[src/rtl/stch_to_dec_pkg.sv]
// Shared stochastic datapath definitions: default precision, conversion FSM states,
// and output saturation used by the stochastic-to-decimal read-out.
package stch_to_dec_pkg;

    localparam int unsigned ND_DEF = 8;

    typedef enum logic [1:0] {
        IDLE  = 2'd0,
        ACCUM = 2'd1,
        HOLD  = 2'd2
    } stch_state_e;

    // Clamp a count to the largest nd-bit value; only a full window of ones needs it.
    function automatic logic [31:0] sat(input logic [31:0] x, input int unsigned nd);
        logic [31:0] lim;
        lim = (32'd1 << nd) - 32'd1;
        return (x > lim) ? lim : x;
    endfunction

endpackage

[src/rtl/stch_ones_counter.sv]
// Window accumulator: counts qualified ones and flags the last sample of a 2^ND window.
module stch_ones_counter
    import stch_to_dec_pkg::*;
#(
    parameter int unsigned ND = ND_DEF
) (
    input  logic        clk,
    input  logic        rst,
    input  logic        clear,
    input  logic        enable,
    input  logic        s_bit,
    output logic [ND:0] ones,
    output logic        done_c
);

    localparam logic [ND-1:0] ONE_S = 1;

    logic [ND-1:0] samples;

    always_ff @(posedge clk) begin
        if (rst || clear) begin
            ones    <= '0;
            samples <= '0;
        end else if (enable) begin
            ones    <= ones + {{ND{1'b0}}, s_bit};
            samples <= samples + ONE_S;
        end
    end

    // The final qualified sample of the window is the one arriving with samples all-ones.
    assign done_c = enable & (&samples);

endmodule

[src/rtl/stch_to_dec.sv]
// Stochastic-to-decimal converter: ones count over 2^ND qualified bits, presented as an
// ND-bit fraction with a start/valid/ack handshake.
module stch_to_dec
    import stch_to_dec_pkg::*;
#(
    parameter int unsigned ND = ND_DEF
) (
    input  logic          CLK,
    input  logic          INIT,
    input  logic          S,
    input  logic          EN,
    input  logic          START,
    input  logic          ACK,
    output logic [ND-1:0] D,
    output logic          VALID,
    output logic          BUSY
);

    stch_state_e   state;
    logic [ND:0]   ones;
    logic [ND:0]   ones_fin_c;
    logic          done_c;
    logic          clear_c;
    logic          cnt_en_c;

    // A new window opens from IDLE, or straight out of HOLD when ACK and START coincide.
    assign clear_c    = START & ((state == IDLE) | ((state == HOLD) & ACK));
    assign cnt_en_c   = (state == ACCUM) & EN;
    assign ones_fin_c = ones + {{ND{1'b0}}, S};

    stch_ones_counter #(.ND(ND)) u_cnt (
        .clk    (CLK),
        .rst    (INIT),
        .clear  (clear_c),
        .enable (cnt_en_c),
        .s_bit  (S),
        .ones   (ones),
        .done_c (done_c)
    );

    always_ff @(posedge CLK) begin
        if (INIT) begin
            state <= IDLE;
            D     <= '0;
            VALID <= 1'b0;
            BUSY  <= 1'b0;
        end else begin
            case (state)
                IDLE: begin
                    if (START) begin
                        state <= ACCUM;
                        BUSY  <= 1'b1;
                    end
                end
                ACCUM: begin
                    if (done_c) begin
                        D     <= ND'(sat(32'(ones_fin_c), ND));
                        VALID <= 1'b1;
                        BUSY  <= 1'b0;
                        state <= HOLD;
                    end
                end
                HOLD: begin
                    if (ACK) begin
                        VALID <= 1'b0;
                        if (START) begin
                            state <= ACCUM;
                            BUSY  <= 1'b1;
                        end else begin
                            state <= IDLE;
                        end
                    end
                end
                default: begin
                    state <= IDLE;
                    VALID <= 1'b0;
                    BUSY  <= 1'b0;
                end
            endcase
        end
    end

endmodule

[config.mk]
export PLATFORM = sky130hd
export DESIGN_NAME = stch_to_dec
export DESIGN_NICKNAME = d
export VERILOG_FILES = /design/src/rtl/stch_to_dec_pkg.sv /design/src/rtl/stch_ones_counter.sv /design/src/rtl/stch_to_dec.sv
export SDC_FILE = /design/constraint.sdc
export NUM_CORES = 1
export LEC_CHECK = 0
export ABC_CLOCK_PERIOD_IN_PS = 2640
export CAP_MARGIN = 20
export CELL_PAD_IN_SITES_DETAIL_PLACEMENT = 1
export CELL_PAD_IN_SITES_GLOBAL_PLACEMENT = 1
export CORE_ASPECT_RATIO = 1.2
export CORE_UTILIZATION = 40
export CTS_CLUSTER_SIZE = 14
export DETAILED_ROUTE_END_ITERATION = 10
export PLACE_DENSITY = 0.8
export SLEW_MARGIN = 5
export SYNTH_ARGS = -nofsm -noshare
export SYNTH_HDL_FRONTEND = slang
export SYNTH_SLANG_ARGS = --single-unit
[constraint.sdc]
create_clock -name CLK -period 2.64 [get_ports CLK]
set_clock_uncertainty 0.1 [all_clocks]
set_input_delay 0.66 -clock CLK [delete_from_list [all_inputs] [get_ports CLK]]
set_output_delay 0.66 -clock CLK [all_outputs]
set_load 0.02 [all_outputs]
Word-level counts from Yosys, hierarchy flattened

Cells that the tools add are included.

Logic and storage cells: 40
Output and inout bits: 10
Register bits after elaboration: 29
Input port bits: 6

Reduce and logical (&&, ||, !) cells: 7
Order comparisons: 1
Multiplexer cells: 13
Equal/unequal tests: 5
Bitwise logic cells: 6
Add/subtract/negate cells: 2

Operator list:

| operator                                             | number |
|---|---|
| adder 9 x 1 -> 9 bit                                 | 1 |
| > comparator 9 x 8 -> 1 bit (second input constant)  | 1 |
| adder 8 x 1 -> 8 bit (second input constant)         | 1 |
| two-way mux 8 bit                                    | 1 |
| AND reduction 8 bit                                  | 1 |
| two-way mux 1 bit                                    | 6 |
| two-way mux 2 bit                                    | 3 |
| != test 2 bit (second input constant)                | 3 |
| case mux 1 bit (3 select lines)                      | 2 |
| case mux 2 bit (3 select lines)                      | 1 |
| AND reduction 3 bit                                  | 2 |
| AND 1 bit                                            | 4 |
| AND reduction 2 bit                                  | 2 |
| equality test 2 x 1 -> 1 bit (second input constant) | 1 |
| equality test 2 bit (second input constant)          | 1 |
| logical NOT 2 bit                                    | 1 |
| logical OR 1 bit                                     | 1 |
| inverter 1 bit                                       | 1 |
| bitwise OR 1 bit                                     | 1 |

Longest topological paths before layout

Word-level depth: 5
Depth in mapped cells: 7
Depth with buffers taken out: 6

By module

Synthesis repeated with hierarchy kept, for this count alone.

Cell total of the unflattened synthesis: 151
Area, all modules: 1,335.0 sq um

Modules (own cells, without submodules):

| module            | instances | seq. area each (sq um) | cells an instance | area each (sq um) |
|---|---|---|---|---|
| stch_ones_counter | 1         | 340.3                  | 82                | 729.4 |
| stch_to_dec       | 1         | 240.2                  | 69                | 605.6 |

Worst setup path before layout

OpenSTA, ideal clock, no wires.

Path kind: input to register
Start: input S
End: register D[0]
Path slack: 518 ps
Cell stages on the path: 7
Arrival time: 1,942 ps
Library setup time: 80 ps
Buffers on the path: 1
Data required time: 2,460 ps
Cells stage by stage: ha_1 -> ha_1 -> nand3_4 -> or3_1 -> and3_1 -> buf_6 -> a211oi_2

Cells in the longest elaborated chain, start to end: 3

Ends and longest elaborated chain:

| item                        | line                  | RTL |
|---|---|---|
| start, declared             | stch_to_dec.sv:10     | `input logic S,` |
| adder 9 x 1 -> 9 bit *      | stch_to_dec.sv:29     | `assign ones_fin_c = ones + {{ND{1'b0}}, S};` |
| > comparator 9 x 8 -> 1 bit | stch_to_dec_pkg.sv:17 | `return (x > lim) ? lim : x;` |
| two-way mux 8 bit *         | stch_to_dec_pkg.sv:17 |  |
| end signal, assigned        | stch_to_dec.sv:57     | `D <= ND'(sat(32'(ones_fin_c), ND));` |
| end, declared               | stch_to_dec.sv:14     | `output logic [ND-1:0] D,` |

Every way passes the cells marked *; elsewhere a longest branch is shown, timed or not.
A chain may end at the register's enable or synchronous reset.

Worst setup path after layout

Start: input S
End: register D[1]

Same word-level chain as after synthesis.

==> summary.txt <==
Die
  • Die Span X: 54.9 µm
  • FP Rows: 22
  • Initial Util: 42.8%
  • Die area: 0.00360 mm²
  • Die Ht: 65.5 µm
  • Core area: 0.00314 mm²
  • IO Pins: 16

Placement
  • DP HPWL: 2070 µm
  • Port Buffers: 15
  • Final GP Congestion: 0.733

STA
  • Worst hold margin: 0.366 ns
  • Setup violations, final: 0
  • Minimum clock period: 2.33 ns
  • RSZ-0062 raised after global routing: no
  • Worst slew pin tran: 0.425 ns
  • Tcrit/Tclk final: 88.1%
  • Slew headroom: 71.6%
  • Max Slew Vio Count: 0
  • Final TNS setup: 0 ns
  • FMAX: 0.430 GHz
  • Final Hold Fails: 0

Worst setup path
  • Reg-to-reg endpoint: D[1]$_SDFFE_PP0P_
  • Reg2reg setup slack: 0.80 ns
  • CP Capture Type: register
  • R2R depth: 6
  • Setup CP Type: primary input to register
  • Crit path required time: 2.79 ns
  • R2r startpoint: u_cnt.ones[0]$_SDFFE_PP0P_
  • Crit. Startpoint: S
  • Max FO, Critical Path: 8
  • Startpoint Class: primary input
  • CP arrival: 2.48 ns

GRT
  • Total track usage: 18.8%
  • Vias in the first global route: 1108
  • Initial antenna violation count: 0
  • Gr ovfl total: 0
  • First-pass GRT wire length: 4800 µm
  • Largest net degree at the start of global routing: 18

Layout
  • # diodes: 0
  • Post-layout nets: 180
  • Most frequent cells in the layout: 32 x nor2_1, 29 x dfxtp_1, 15 x xnor2_1, 15 x clkdlybuf4s50_1, 13 x nand2_1
  • Register area: 581 µm²
  • Most common cell after layout, fill and taps aside: nor2_1
  • Layout cells sized above 1: 13.5%
  • Synth-to-Final Area Change: 18.9%
  • Layout fillers: 377
  • Area taken by multi-input logic gates: 703 µm²

Power
  • VDD IR max: 347 µV
  • Pwr Total: 0.000762 W
  • Pleak: 0.523 nW
  • PwrDens: 477 mW/mm²

Min path
  • Worst Hold Class: register to register
  • Hold Crit Depth: 2
  • Hold path endpoint: u_cnt.ones[0]$_SDFFE_PP0P_
  • Min-Delay Startpoint: u_cnt.ones[0]$_SDFFE_PP0P_

Job
  • Total of max-cap violations: 0

Route
  • Post-DR vias/cell: 5.16
  • DRT Pass-1 Iters: 3
  • Initial DRC Count: 17
  • Post-DR wirelength/cell: 13.2 µm
  • Antenna-violating nets left: 0
  • # DRC: 0
  • Routed Wire Length: 2730 µm
  • Via count: 1068

Clock tree
  • CTS root buf: clkbuf_4
  • Clk Latency, worst-skew pair: 0.32 ns
  • Clk buf depth: 2
  • Htree depth: 2
  • # hold bufs at CTS: 0
  • Clock slew at reported path FFs: 0.09 ns
  • CTS buffer count: 5
  • TritonCTS clock tree: yes
  • Sink Count: 29
  • Postcts setup bufs: 0
  • CTS resizes: 0

Logic synthesis
  • Cell area after synthesis: 0.00134 mm²
  • Synth cell types: 25
  • Synth Register Bits: 29
  • Syn_nets: 160
  • Gate Count Post-Synth: 151
  • Seq/Total Area, Yosys: 43.2%
  • Avg Inst Size Synth: 8.90 µm²
  • Yosys warning total: 0

Status
  • Status: finished, final reports clean
[critical path, stage by stage]
cell	delay [ns]
clkdlybuf4s50_1	0.47
ha_1	0.18
ha_1	0.22
nand3_4	0.09
or3_1	0.30
and3_1	0.31
a211oi_2	0.25
[cells by family (layout without fill, tap and decap cells)]
kind of cell,count (synthesis),in the layout,synth area share [%]
AO/OA/AOI/OAI,20,20,12.6
XOR/XNOR,20,20,13.0
adder cells (fa/ha/maj),3,3,2.79
buffers and inverters,13,33,4.47
flip-flops,29,29,43.2
AND/OR/NAND/NOR,66,66,23.9
[flip-flops by register name, summed over array words and instances, names as in the netlist]
| name | cells |
|---|---|
| u_cnt.ones | 9 |
| D | 8 |
| u_cnt.samples | 8 |
| state | 2 |
| BUSY | 1 |
| VALID | 1 |
[where the power goes]
| part | switching (W) | internal (W) |
|---|---|---|
| sequential | 0.00000472 | 0.000441 |
| combinational | 0.0000261 | 0.0000218 |
| clock | 0.000143 | 0.000126 |
| total | 0.000174 | 0.000588 |
[layer usage]
layer  GRT usage [%]  vias up  wire length (µm)
li1                -      543                 -
met1            20.3      509              1200
met2            32.4       11              1420
met3            6.94        5                69
met4            6.56        0                34
met5               0        -                 0
[metrics by stage]
step / util, % / setup WS, ns / cells / cell area [µm²]
6_report: 50.9 / 0.315 / 207 / 1600
5_1_grt: 50.9 / 0.211 / 207 / 1600
4_1_cts: 50.9 / 0.322 / 207 / 1600
3_5_place_dp: 49.2 / -0.0330 / 200 / 1540
3_3_place_gp: 49.2 / 0.0234 / 200 / 1540
2_1_floorplan: - / 0.518 / 151 / 1340
[cell usage after synthesis]
master	number	share of area, %
nor3_1	7	2.6
nand2_1	13	3.6
xnor2_1	15	9.8
buf_2	3	1.1
and3b_1	1	0.65
nor2_1	32	8.9
nor4_2	1	0.93
a211oi_2	8	7.4
nand3_4	1	1.3
ha_1	3	2.8
and3_1	1	0.47
xor2_1	5	3.3
dfxtp_1	29	43
nand4_1	4	1.9
nand3_1	3	1.1
o21bai_1	1	0.56
a21oi_1	6	2.2
o21ai_0	3	1.1
inv_1	5	1.4
o22a_1	1	0.65
clkbuf_1	4	1.1
buf_6	1	0.84
nand3b_4	1	1.5
a21o_1	1	0.56
or3_1	2	0.93
[layout make-up]
type | count | area share, %
clock buffers | 7 | 3.45
inverters | 5 | 1.17
multi-input cells | 109 | 44.0
flip-flops and latches | 29 | 36.3
well taps | 36 | 2.82
repair buffers | 21 | 12.2
[how the worst max path moves through the flow]
stage,to,slack [ns],depth (start not counted)
2_1_floorplan,D[0]$_SDFFE_PP0P_,0.52,7
3_3_place_gp,D[1]$_SDFFE_PP0P_,0.02,7
3_5_place_dp,D[0]$_SDFFE_PP0P_,-0.03,7
4_1_cts,D[4]$_SDFFE_PP0P_,0.32,7
5_1_grt,D[4]$_SDFFE_PP0P_,0.21,7
6_report,D[1]$_SDFFE_PP0P_,0.31,7
(Power assumes the default switching activity.)
==> patch, RTL diff (same settings) <==
The package constant `ND_DEF` goes from 8 to 7.
--- a/src/rtl/stch_to_dec_pkg.sv
+++ b/src/rtl/stch_to_dec_pkg.sv
@@ -2,7 +2,7 @@
 // and output saturation used by the stochastic-to-decimal read-out.
 package stch_to_dec_pkg;
 
-    localparam int unsigned ND_DEF = 8;
+    localparam int unsigned ND_DEF = 7;
 
     typedef enum logic [1:0] {
         IDLE  = 2'd0,
Interface: changed (resized D); port bits go from 16 to 15. The function was not compared with the original's and may differ.
==> patch against the original RTL <==
- sequential cell count shrank 3
- critical endpoint is now D[0]
- first-iteration DRC count down 47%
- routed wire length is 4.5% lower
- highest routed layer unchanged
- largest cell class unchanged
- setup slack improved by 120 ps
- synthesized area is 11% lower
- largest power group unchanged
- power is 20% lower
- hold slack gained 20 ps
- final area down 13%
==> patch: results (changes against the original RTL) <==
metric,value,unit,change
Placement Cell Area,0.00138,mm²,was 0.00154 mm²
CTS clock-pin slew for the worst setup and hold paths,140,ps,was 90 ps
Vias per Instance,5.43,,was 5.16
hold path cells,2,,unchanged
WP data arrival,2360,ps,was 2480 ps
gp weighted congestion,0.819,,was 0.733
vias in the first global route,969,,was 1108
FF-to-FF setup slack,840,ps,was 800 ps
DRT Pass-1 Iters,4,,was 3
CTS HTree Levels,1,,was 2
top post-synthesis cells by area,"dfxtp_1 (43%), nor2_1 (8.1%), a211oi_2 (7.3%)",,"was dfxtp_1 (43%), xnor2_1 (9.8%), nor2_1 (8.9%)"
status,"finished, final reports clean",,unchanged
largest net degree at the start of global routing,16,,was 18
HP Class,flip-flop to flip-flop,,unchanged
Worst Path Max Fanout,7,,was 8
leak pwr,0.000474,µW,was 0.000523 µW
VDD IR-drop max,0.282,mV,was 0.347 mV
DP HPWL,2000,µm,was 2070 µm
syn_nets,142,,was 160
PortBufs,14,,was 15
CTS Buffer Depth,2,,unchanged
Crit Reg-Reg Startpoint,u_cnt.ones[2],,was u_cnt.ones[0]
Min Hold Slack,386,ps,was 366 ps
crit path capture,D[0],,was D[1]
global-route wire length before repair,4310,µm,was 4800 µm
largest registers,"u_cnt.ones: 8 flops, D: 7 flops, u_cnt.samples: 7 flops",,"was u_cnt.ones: 9 flops, D: 8 flops, u_cnt.samples: 8 flops"
initial DRC count,9,,was 17
Worst R2R Path Depth,4,,was 6
share of cells above drive strength 1,12.2,%,was 13.5%
sequential area share after synthesis,43.3,%,was 43.2%
==> patch: area by class of cell <==
type / count / area, µm²
multi-input cells: 98 / 638
fillers: 341 / 1410
clock buffers: 3 / 22.5
well taps: 34 / 42.5
repair buffers: 17 / 163
inverters: 3 / 11.3
flip-flops and latches: 26 / 520
==> patch: how the worst min path moves through the flow <==
stage / start / end
final: u_cnt.ones[0] / u_cnt.ones[0]
after global routing: u_cnt.ones[0] / u_cnt.ones[0]
after CTS: u_cnt.ones[0] / u_cnt.ones[0]
after detailed placement: u_cnt.ones[0] / u_cnt.ones[0]
after global placement: u_cnt.ones[0] / u_cnt.ones[0]
after floorplan: u_cnt.ones[0] / u_cnt.ones[0]
==> patch: cell families after synthesis <==
logic type	share of synthesized area [%]
xor gates and xnor gates	12.4
adders and majority gates	3.12
DFF	43.3
and+or+nand+nor	26.3
buffers and inverters	3.64
AOI/OAI and AO/OA	11.2
==> patch: routing by layer <==
metal / GRT usage, % / wire length, µm
met5: 0 / 0
met4: 8.49 / 43
met3: 2.19 / 53
met2: 31.7 / 1320
met1: 22.7 / 1190
==> patch: stage by stage <==
stage	setup WS [ps]	std cells	utilization (%)
floorplan	720	133	-
detailed placement	95.6	178	48.9
CTS	436	181	49.7
global route	353	181	49.7
finish	436	181	49.7
global placement	176	178	48.9
==> patch: worst min-delay path, delay by kind of cell, from the launching register on <==
kind	cells	cell delay [ps]
flip-flops	1	340
AND/OR/NAND/NOR	1	60
AO/OA/AOI/OAI	1	60
==> patch: power breakdown <==
| group | internal [µW] | switching (µW) |
|---|---|---|
| clock network | 53.5 | 116 |
| logic | 18.8 | 23.1 |
| registers | 396 | 4.08 |
